--- src/rtl/key_filter_multi.sv ---
// Multi-channel active-low key debouncer: press/release/long-press pulses plus a clean level per channel.
// Define KEY_REPEAT_EN to make key_long auto-repeat every REPEAT_CYC clocks while a key stays held.
module key_filter_multi #(
    parameter int unsigned KEY_NUM    = 4,
    parameter logic [19:0] CNT_MAX    = 20'd999_999,
    parameter logic [31:0] LONG_MAX   = 32'd49_999_999,
    parameter logic [31:0] REPEAT_CYC = 32'd9_999_999
) (
    input  logic               sys_clk,
    input  logic               sys_rst,
    input  logic [KEY_NUM-1:0] key_in,
    output logic [KEY_NUM-1:0] key_press,
    output logic [KEY_NUM-1:0] key_release,
    output logic [KEY_NUM-1:0] key_long,
    output logic [KEY_NUM-1:0] key_state
);

    localparam int unsigned DW = $clog2(32'(CNT_MAX) + 32'd1);
    localparam int unsigned HW = $clog2(33'(LONG_MAX) + 33'd1);
    localparam logic [DW-1:0] DCNT_LAST = DW'(CNT_MAX - 20'd1);
    localparam logic [HW-1:0] HCNT_LAST = HW'(LONG_MAX - 32'd1);
    localparam logic [HW-1:0] HCNT_MAX  = HW'(LONG_MAX);

    typedef enum logic [1:0] {IDLE, HELD, REL_FILT} state_t;

    if (KEY_NUM < 1 || KEY_NUM > 16 || CNT_MAX < 20'd2 ||
        LONG_MAX <= 32'(CNT_MAX) || REPEAT_CYC == 32'd0) begin : g_param_err
        $error("key_filter_multi: illegal parameter combination");
    end

    logic [KEY_NUM-1:0] sync1_q;
    logic [KEY_NUM-1:0] sync2_q;

    // Synchronisers park at 1 so a key held through reset still looks like a fresh press.
    always_ff @(posedge sys_clk or posedge sys_rst) begin
        if (sys_rst) begin
            sync1_q <= '1;
            sync2_q <= '1;
        end else begin
            sync1_q <= key_in;
            sync2_q <= sync1_q;
        end
    end

    for (genvar i = 0; i < KEY_NUM; i++) begin : g_ch
        state_t        state_q;
        logic [DW-1:0] dcnt_q;
        logic [HW-1:0] hcnt_q;
        logic          press_q;
        logic          release_q;
        logic          long_q;
        logic          level_q;
`ifdef KEY_REPEAT_EN
        localparam int unsigned RW = $clog2(33'(REPEAT_CYC) + 33'd1);
        localparam logic [RW-1:0] RCNT_LAST = RW'(REPEAT_CYC - 32'd1);
        logic [RW-1:0] rcnt_q;
`endif

        // hcnt advances on every HELD clock (including the one that leaves for REL_FILT) and is
        // frozen otherwise, so a release glitch delays key_long by exactly its own length.
        always_ff @(posedge sys_clk or posedge sys_rst) begin
            if (sys_rst) begin
                state_q   <= IDLE;
                dcnt_q    <= '0;
                hcnt_q    <= '0;
                press_q   <= 1'b0;
                release_q <= 1'b0;
                long_q    <= 1'b0;
                level_q   <= 1'b0;
`ifdef KEY_REPEAT_EN
                rcnt_q    <= '0;
`endif
            end else begin
                press_q   <= 1'b0;
                release_q <= 1'b0;
                long_q    <= 1'b0;
                case (state_q)
                    IDLE: begin
                        if (sync2_q[i]) begin
                            dcnt_q <= '0;
                        end else if (dcnt_q == DCNT_LAST) begin
                            press_q <= 1'b1;
                            level_q <= 1'b1;
                            dcnt_q  <= '0;
                            hcnt_q  <= '0;
                            state_q <= HELD;
                        end else begin
                            dcnt_q <= dcnt_q + DW'(1);
                        end
                    end
                    HELD: begin
                        if (hcnt_q != HCNT_MAX) begin
                            hcnt_q <= hcnt_q + HW'(1);
                        end
                        if (hcnt_q == HCNT_LAST) begin
                            long_q <= 1'b1;
`ifdef KEY_REPEAT_EN
                            rcnt_q <= '0;
                        end else if (hcnt_q == HCNT_MAX) begin
                            if (rcnt_q == RCNT_LAST) begin
                                long_q <= 1'b1;
                                rcnt_q <= '0;
                            end else begin
                                rcnt_q <= rcnt_q + RW'(1);
                            end
`endif
                        end
                        if (sync2_q[i]) begin
                            dcnt_q  <= DW'(1);
                            state_q <= REL_FILT;
                        end
                    end
                    REL_FILT: begin
                        if (!sync2_q[i]) begin
                            dcnt_q  <= '0;
                            state_q <= HELD;
                        end else if (dcnt_q == DCNT_LAST) begin
                            release_q <= 1'b1;
                            level_q   <= 1'b0;
                            dcnt_q    <= '0;
                            hcnt_q    <= '0;
`ifdef KEY_REPEAT_EN
                            rcnt_q    <= '0;
`endif
                            state_q   <= IDLE;
                        end else begin
                            dcnt_q <= dcnt_q + DW'(1);
                        end
                    end
                    default: begin
                        state_q <= IDLE;
                    end
                endcase
            end
        end

        assign key_press[i]   = press_q;
        assign key_release[i] = release_q;
        assign key_long[i]    = long_q;
        assign key_state[i]   = level_q;
    end

endmodule

--- config.mk ---
export PLATFORM = sky130hd
export DESIGN_NAME = key_filter_multi
export DESIGN_NICKNAME = d
export VERILOG_FILES = /design/src/rtl/key_filter_multi.sv
export SDC_FILE = /design/constraint.sdc
export NUM_CORES = 1
export LEC_CHECK = 0
export ABC_AREA = 1
export BUFFER_PORTS_ARGS = -buffer_cell sky130_fd_sc_hd__buf_2
export CAP_MARGIN = 5
export CORE_ASPECT_RATIO = 1.75
export CORE_UTILIZATION = 65
export CTS_BUF_LIST = sky130_fd_sc_hd__clkbuf_8
export DETAILED_ROUTE_END_ITERATION = 12
export HOLD_SLACK_MARGIN = 0.05
export PLACE_DENSITY = 0.85
export SLEW_MARGIN = 20
export SYNTH_ARGS = -nofsm -noshare
export SYNTH_HDL_FRONTEND = slang
export SYNTH_SLANG_ARGS = --single-unit
--- constraint.sdc ---
create_clock -name sys_clk -period 15.5 [get_ports sys_clk]
set_input_delay 0.775 -clock sys_clk [delete_from_list [all_inputs] [get_ports sys_clk]]
set_output_delay 0.775 -clock sys_clk [all_outputs]
set_load 0.05 [all_outputs]
==> results.cfg, run 1 <==
[timing]
setup_tns_ps = 0
fin_crit_ps = 3000
period_share_pct = 19.3
hold_violations = 0
slew_violations = 0
worstMarginPinSlew_ps = 886
max_freq_mhz = 334
skew_ps = 24.7
relSlewSlack_pct = 40.9
hold_ws_ps = 336
rsz0062_at_grt = false
setup_violations = 0
fin_ws_ps = 12500

[synth]
yosysSeqAreaShare_pct = 39.2
synth_edf_count = 0
ys_types = 47
syn-mean-instance-area_sq_um = 6.93
syn_inst = 1994
syn_area_sq_mm = 0.0138
synth_nets = 2033
ys_async_sr_fraction_pct = 100
ys.flop_type = dfrtp_1
yosysWarnings = 0
ys_ff_latch = 216

[setup_path]
cp_max_fo = 39
cp.required_ps = 15910
crit_path_end_kind = flip-flop
cp.arrival_ps = 3410
crit_type = reg2reg
critPathLaunchType = flip-flop

[power_and_ir_drop]
max-vdd-ir-drop_mv = 0.0744
p_per_area_mw_per_mm2 = 74.1
cellLeakagePower_nw = 6.43

[clocking]
postCtsSetupBuffers = 0
ctsHoldBuffers = 0
clock_latency_ps = 540
numCtsBuffers = 35
path_clk_slew_ps = 60
cts.root.buffer_cell = clkbuf_8
cts.repair.resized = 0
clock-sinks = 216
htree_levels = 2
cts_tree = built
clockBufferDepth = 3

[detailed_routing]
vias = 12600
wirelength_mm = 32.0
wl_per_cell_microns = 14.1
drtAntennaViolNets = 0
drt_iter0_markers = 787
drc_errors = 0
drt-pass1-iter-count = 7
vias_per_cell = 5.53

[place]
place_congestion = 0.945
port_buffers = 21
dp_slack_ps = 12510
dpl.hpwl_mm = 23.6

[floorplan]
die_x_microns = 112
die_y_microns = 195
core_region_area_sq_mm = 0.0208
num_rows = 70
die-area_sq_mm = 0.0219
boundaryPins = 22
start_util_pct = 66.3

[job]
timing.max_cap.violations = 0

[cells_and_area]
syn2layout_area_growth_pct = 5.14
drive_gt1_share_pct = 6.09
final_nets = 2036
diodes = 0
final_common_cell = nand2_1
final_cell_mix = nand2_1, nor2_1, inv_1

[grt]
grt_pass1_wl_mm = 55.2
grt_overflow = 0
grt_max_degree = 132
grt_pass1_vias = 12600
antenna_found_initial = 0
groute.usage.overall_pct = 30.7

[worst_hold_path]
holdCritPathClass = in2reg

[run_status]
status = completed
[where the power goes]
part	internal (mW)	switching (mW)	total [mW]	leakage, nW
clock network	0.248	0.229	0.477	0.386
logic	0.00562	0.0207	0.0263	3.07
registers	0.568	0.00404	0.572	2.98
[synthesized netlist by cell type, types with 8 or more instances]
cell / number / area, sq um
o21ai_0: 74 / 370
dfrtp_1: 208 / 5200
nand4_1: 48 / 300
buf_2: 16 / 80.1
o21ai_1: 16 / 80.1
ha_1: 33 / 413
clkbuf_1: 9 / 33.8
nand3_1: 162 / 811
nand2_1: 599 / 2250
inv_1: 212 / 796
xor2_1: 56 / 490
nor2_2: 10 / 62.6
buf_4: 21 / 158
nor2_1: 337 / 1260
a21oi_1: 18 / 90.1
nor3_1: 65 / 325
buf_6: 11 / 124
xnor2_1: 26 / 228
dfstp_2: 8 / 210
[state kept, by name, indices dropped and copies added, names as in the netlist]
signal          cells
g_ch.level_q        4
sync1_q             4
g_ch.release_q      4
g_ch.press_q        4
sync2_q             4
g_ch.hcnt_q       104
g_ch.dcnt_q        80
g_ch.long_q         4
g_ch.state_q        8
[stage by stage]
| step | util (%) | cells | area [sq um] | power, mW |
|---|---|---|---|---|
| after floorplan | - | 1994 | 13800 | 0.602 |
| after CTS | 69.7 | 2272 | 14500 | 1.09 |
| after global routing | 69.7 | 2272 | 14500 | 1.11 |
| after global placement | 66.5 | 2212 | 13900 | 0.609 |
| after detailed placement | 66.5 | 2212 | 13900 | 0.610 |
| final | 69.7 | 2272 | 14500 | 1.08 |
[layout make-up]
type / count / area [sq um]
clock buffers: 39 / 537
fillers: 1814 / 6320
multi-input cells: 1502 / 7180
clock inverters: 21 / 121
well taps: 252 / 315
inverters: 219 / 832
repair buffers: 23 / 124
flip-flops and latches: 216 / 5420
[cells by family (layout without fill, tap and decap cells)]
logic type                 Yosys count  in the layout  share of synthesized area [%]
AOI/OAI and AO/OA                  130            130                           5.24
and+or+nand+nor                   1257           1257                           38.5
adders and majority gates           33             33                           2.99
xor gates and xnor gates            82             82                           5.20
DFF                                216            216                           39.2
buffers and inverters              276            302                           8.83
[metal layers]
layer	vias to the layer above	global-route usage (%)	routed length, microns
met5	-	0	0
met4	0	18.8	1750
met3	139	3.49	938
met2	301	59.1	17300
met1	5836	31.0	12000
li1	6295	-	-
[worst paths after layout]
kind	end	cells past startpoint	slack [ps]	startpoint
worst max-delay path	g_ch[3].hcnt_q[14]	9	12500	g_ch[3].state_q[1]
worst min-delay path	sync1_q[3]	1	340	key_in[3]
worst max register to register	g_ch[3].hcnt_q[14]	9	12500	g_ch[3].state_q[1]
worst min register to register	sync2_q[0]	0	360	sync1_q[0]
max in group asynchronous	g_ch[1].hcnt_q[6]	3	13740	sys_rst
min in group asynchronous	g_ch[2].dcnt_q[16]	2	450	sys_rst
[worst max-delay path, cell delays in order (launching register included)]
cell     delay, ps
dfrtp_1        430
inv_1          120
ha_1           600
inv_4          200
nor4_2         300
nand2_1        110
nand3_2        520
inv_1          370
nand2_1        150
nand2_1         50
Power figures use the tool's default switching activity.
==> inputs of run 2 (changes only) <==
ABC_AREA = 0   (was 1)
CORE_UTILIZATION = 59   (was 65)
PLACE_DENSITY = 0.82   (was 0.85)
clock period = 2.5 ns   (was 15.5 ns; I/O delays follow)
==> run 2 against run 1 <==
Net effect:
- non-clock buffer count grew 76
- maximum frequency grew 23%
- global-route usage shrank 4.5 points
- combinational power grew to 7.9 times the previous value
- design area shrank 6.2%
- largest cell class unchanged
==> results.cfg, run 2 <==
[timing]
hold_ws_ps = 192
slew_violations = 0
skew_ps = 12.7
relSlewSlack_pct = 55.3
hold_violations = 0
period_share_pct = 97.3
fin_crit_ps = 2430
setup_violations = 0
rsz0062_at_grt = true
worstMarginPinSlew_ps = 670
max_freq_mhz = 411

[place]
placedCellCount = 1588
place_congestion = 0.943
port_buffers = 21
dpl.hpwl_mm = 18.0

[power_and_ir_drop]
cellLeakagePower_nw = 5.78
power_frac_seq_pct = 50.9
power_mw = 6.97
internal-power_mw = 5.39
p_per_area_mw_per_mm2 = 512
clkPwrFrac_pct = 46.1
p_sw_mw = 1.58
switching_share_pct = 22.7
max-vdd-ir-drop_mv = 0.505
pwr-share-comb_pct = 3.0

[synth]
synth_top_area_share_pct = 43.1
yosysSeqAreaShare_pct = 44.8
syn_area_sq_mm = 0.0121
syn_inst = 1319
ys_ff_latch = 216
synth_common_cells = dfrtp_1, nor2_1, nand2_1
syn-mean-instance-area_sq_um = 9.16
synth_nets = 1358
yosys-top-cells-area = dfrtp_1, xnor2_1, nor2_1
synth_edf_count = 0
synth.most_common_cell = dfrtp_1
yosys.area.top_type = dfrtp_1
ys.flop_type = dfrtp_1
yosysWarnings = 0
ys_types = 65
ys_async_sr_fraction_pct = 100

[detailed_routing]
vias_per_cell = 6.06
drc_errors = 0
drt_iter0_markers = 569
drtAntennaViolNets = 0
wirelength_mm = 26.7
wl_per_cell_microns = 16.2
drt-pass1-iter-count = 5
vias = 10000

[clocking]
clockBufferDepth = 3
clock-sinks = 216
cts_tree = built
path_clk_slew_ps = 70
numCtsBuffers = 31
htree_levels = 1
clock_latency_ps = 580
cts.root.buffer_cell = clkbuf_8

[cells_and_area]
regMostFlops = g_ch.hcnt_q
drive_gt1_share_pct = 13.1
final_cell_mix = dfrtp_1, nor2_1, nand2_1
largestRegisters = g_ch.hcnt_q x104, g_ch.dcnt_q x80, g_ch.state_q x8
final_nets = 1422
stdcell_count = 1652
syn2layout_area_growth_pct = 12.6
final_common_cell = dfrtp_1
largest_register_ffs = 104
diodes = 0

[grt]
grt_max_degree = 122
grt_overflow = 0
antenna_found_initial = 0
groute.usage.overall_pct = 26.2
grt_pass1_vias = 10100
grt_pass1_wl_mm = 45.0

[run_status]
status = completed

[setup_path]
slowest_stage = o41a_1
critPathLaunchType = flip-flop
crit_type = reg2reg
cp_max_fo = 13
slowest_delay_ps = 490
crit_path_end_kind = flip-flop
cp_cell_sequence = inv_1, ha_1, nand4b_1, o41a_1, buf_4, or2_2, nor3_4, mux2i_1
cp.required_ps = 2990
cp.arrival_ps = 2930
r2r_cells = 8
crit_family = simple AND/OR/NAND/NOR gates
worst-path-buf-inv = 2
crit_cells = 8

[floorplan]
core_region_area_sq_mm = 0.0199
die_x_microns = 110
boundaryPins = 22
num_rows = 68
start_util_pct = 60.7
die-area_sq_mm = 0.0211
die_y_microns = 191

[job]
timing.max_cap.violations = 0

[worst_hold_path]
holdCritPathClass = in2reg
min_path_cells = 2
## run 2: cell count changes after synthesis, sizes merged, moves of 18 or more
cell	previous run	this run
nor4	3	59
o21ai	95	46
nor2	351	202
nand2	601	96
buf	48	30
xor2	56	37
nand3	168	79
xnor2	26	89
nor3	67	41
inv	218	43
and3	2	29
clkbuf	9	38
or4	0	20
## run 2: final timing paths
| check | start | end | slack (ps) |
|---|---|---|---|
| max in group asynchronous | sys_rst | g_ch[3].hcnt_q[2] | 1660 |
| worst min-delay path | key_in[2] | sync1_q[2] | 190 |
| worst max register to register | g_ch[1].dcnt_q[0] | g_ch[1].hcnt_q[7] | 70 |
| min in group asynchronous | sys_rst | g_ch[2].state_q[0] | 230 |
| worst min register to register | sync1_q[1] | sync2_q[1] | 360 |
| worst max-delay path | g_ch[1].dcnt_q[0] | g_ch[1].hcnt_q[7] | 70 |
## run 2: worst register-to-register path, stage by stage (launching register included)
cell      delay, ps
dfrtp_1         410
inv_1           100
ha_1            180
nand4b_1        180
o41a_1          490
buf_4           200
or2_2           350
nor3_4          220
mux2i_1         230
## run 2: cell families after synthesis
group	share of synthesized area, %
compound gates	8.24
xor+xnor	9.13
fa+ha+maj	3.42
buf+inv	4.17
flops	44.8
mux	1.10
simple gates	29.1
## run 2: metrics by stage
| step | setup slack, ps | TNS (ps) | cell area, sq um | util (%) |
|---|---|---|---|---|
| 6_report | 66.5 | 0 | 13600 | 68.4 |
| 5_1_grt | -24.2 | -86.6 | 13600 | 68.4 |
| 4_1_cts | -0.894 | -0.894 | 13500 | 68.0 |
| 3_5_place_dp | 28.2 | 0 | 12700 | 64.0 |
| 3_3_place_gp | 104 | 0 | 12700 | 64.0 |
| 2_1_floorplan | -431 | -89560 | 12100 | - |
## run 2: layout make-up
class	instances	area, sq um
inverters	43	165
flip-flops and latches	216	5420
clock buffers	35	482
well taps	245	307
fillers	1567	6290
repair buffers	99	757
multi-input cells	992	6260
clock inverters	22	231
## run 2: timing repair
item | CTS | global route
hold endpoints to repair | 216 | 0
buffers inserted | 0 | 1
hold buffers | 5 | 0
cloned | 0 | 1
pin swaps | 2 | 4
endpoints found under the setup margin | 1 | 62
gates resized for setup | 3 | 12
## run 2: power by group through the flow
stage	registers, mW	clock network (mW)	logic, mW
floorplan	3.60	0	0.142
detailed placement	3.62	0	0.205
global route	3.55	3.42	0.236
finish	3.55	3.22	0.207
global placement	3.61	0	0.199
CTS	3.55	3.28	0.212
## run 2: routing by layer
layer  vias to the layer above  wire [microns]  global-route usage, %
met5                         -               0                      0
met4                         0            1100                   12.6
met3                       105            1070                   3.07
met2                       261           14200                   48.5
met1                      4833           10400                   28.9
li1                       4809               -                      -
==> inputs of run 3 (changes only) <==
ABC_AREA = 1   (was 0)
CORE_UTILIZATION = 60   (was 59)
PLACE_DENSITY = 0.83   (was 0.82)
==> run 3 against run 2 <==
Net effect:
- clock-buffer cell count grew 11
- core utilization shrank 2.6 points
- die area grew 12%
- critical path depth grew 4
- flip-flop and latch count is the same
- routed wire length grew 20%
- largest cell class unchanged
- largest power group unchanged
- highest routed layer unchanged
==> results.cfg, run 3 (synthesis results as in run 1) <==
[run_status]
status = completed

[cells_and_area]
syn2layout_area_growth_pct = 7.86
design_area_sq_mm = 0.0149
largest_register_ffs = 104
largestRegisters = g_ch.hcnt_q x104, g_ch.dcnt_q x80, g_ch.state_q x8
diodes = 0
regMostFlops = g_ch.hcnt_q
drive_gt1_share_pct = 7.20
final_nets = 2057
final_cell_mix = nand2_1, nor2_1, inv_1
final_common_cell = nand2_1

[detailed_routing]
drt_iter0_markers = 781
vias = 12500
drtAntennaViolNets = 0
wl_per_cell_microns = 13.7
drc_errors = 0
vias_per_cell = 5.36
wirelength_mm = 32.1
drt-pass1-iter-count = 6

[worst_hold_path]
holdCritPathClass = in2reg

[grt]
grt_overflow = 0
antenna_found_initial = 0
grt_pass1_vias = 12300
grt_pass1_wl_mm = 54.8
grt_max_degree = 62
groute.usage.overall_pct = 28.7

[setup_path]
crit_path_end_kind = flip-flop
rrSetupSlack_ps = 290
critPathLaunchType = flip-flop
cp.required_ps = 2940
cp.arrival_ps = 2650
crit_type = reg2reg
cp_max_fo = 16

[floorplan]
num_rows = 73
die_x_microns = 117
die-area_sq_mm = 0.0237
die_y_microns = 203
start_util_pct = 61.0
core_region_area_sq_mm = 0.0227
boundaryPins = 22

[power_and_ir_drop]
p_per_area_mw_per_mm2 = 472
cellLeakagePower_nw = 6.57
power_mw = 7.03
max-vdd-ir-drop_mv = 0.352

[clocking]
cts_tree = built
clock_latency_ps = 550
htree_levels = 2
clockBufferDepth = 3
numCtsBuffers = 34
path_clk_slew_ps = 60
clock-sinks = 216
cts.root.buffer_cell = clkbuf_8

[timing]
max_freq_mhz = 453
period_share_pct = 88.4
worstMarginPinSlew_ps = 681
hold_violations = 0
slew_violations = 0
relSlewSlack_pct = 54.5
fin_crit_ps = 2210
setup_violations = 0
skew_ps = 10.0
rsz0062_at_grt = false

[place]
place_congestion = 0.965
port_buffers = 21
place_area_sq_mm = 0.0141
dpl.hpwl_mm = 23.9

[job]
timing.max_cap.violations = 0
## run 3: cell types whose count changed in the layout (fill, tap and decap cells not counted), moves of 28 or more
cell     before  now
nor2_1      202  337
xnor2_1      89   26
nor3_1       35   65
buf_4        68   15
nand2_1      96  599
nor4_1       55    2
nand3_1      79  162
o21ai_0      46   74
inv_1        51  216
## run 3: critical path, cell delays in order (launching register included)
cell and delay (ps):
dfrtp_1 420, inv_1 80, ha_1 230, inv_4 170
nor2_2 80, nor2_4 190, inv_2 150, nor2_1 180
inv_1 100, nor2_2 230, nand4_1 140, nand2_1 80
a21oi_1 40
## run 3: area by class of cell
type	count	area, sq um
multi-input cells	1502	7190
flip-flops and latches	216	5420
well taps	300	375
clock buffers	46	633
repair buffers	45	348
clock inverters	14	114
inverters	219	828
fillers	2025	7750
## run 3: per-stage QoR
stage / std cells / TNS (ps) / setup WS (ps) / utilization [%] / hold WS (ps)
after floorplan: 1994 / -89560 / -431 / - / 129
after global placement: 2277 / 0 / 345 / 62.2 / 231
after detailed placement: 2277 / 0 / 166 / 62.2 / 231
after CTS: 2342 / 0 / 167 / 65.7 / 186
after global routing: 2342 / 0 / 54.8 / 65.8 / 192
final: 2342 / 0 / 291 / 65.8 / 225
## run 3: per-layer routing
metal  track usage [%]  up-vias  routed length [microns]
met3              4.45      125                     1110
met5                 0        -                        0
met2              52.5      310                    16800
met4              16.4        0                     1680
met1              30.6     5765                    12500
li1                  -     6344                        -
## run 3: worst paths after layout
kind | startpoint | endpoint | cells past startpoint
worst max-delay path | g_ch[3].state_q[1] | g_ch[3].dcnt_q[18] | 12
worst min-delay path | key_in[1] | sync1_q[1] | 2
worst max register to register | g_ch[3].state_q[1] | g_ch[3].dcnt_q[18] | 12
worst min register to register | sync1_q[3] | sync2_q[3] | 0
max in group asynchronous | sys_rst | sync1_q[2] | 4
min in group asynchronous | sys_rst | g_ch[0].hcnt_q[13] | 3
## run 3: where the power goes
group	switching, mW	leakage, nW	internal, mW
clock	1.45	0.413	1.85
combinational	0.131	3.18	0.0501
sequential	0.0234	2.98	3.52
## run 3: what timing repair did
item / 4_1_cts / 5_1_grt
hold buffers: 5 / 0
endpoints found under the setup margin: 0 / 9
endpoints found under the hold margin: 27 / 0
setup buffers: 0 / 0
resized for setup: 0 / 1
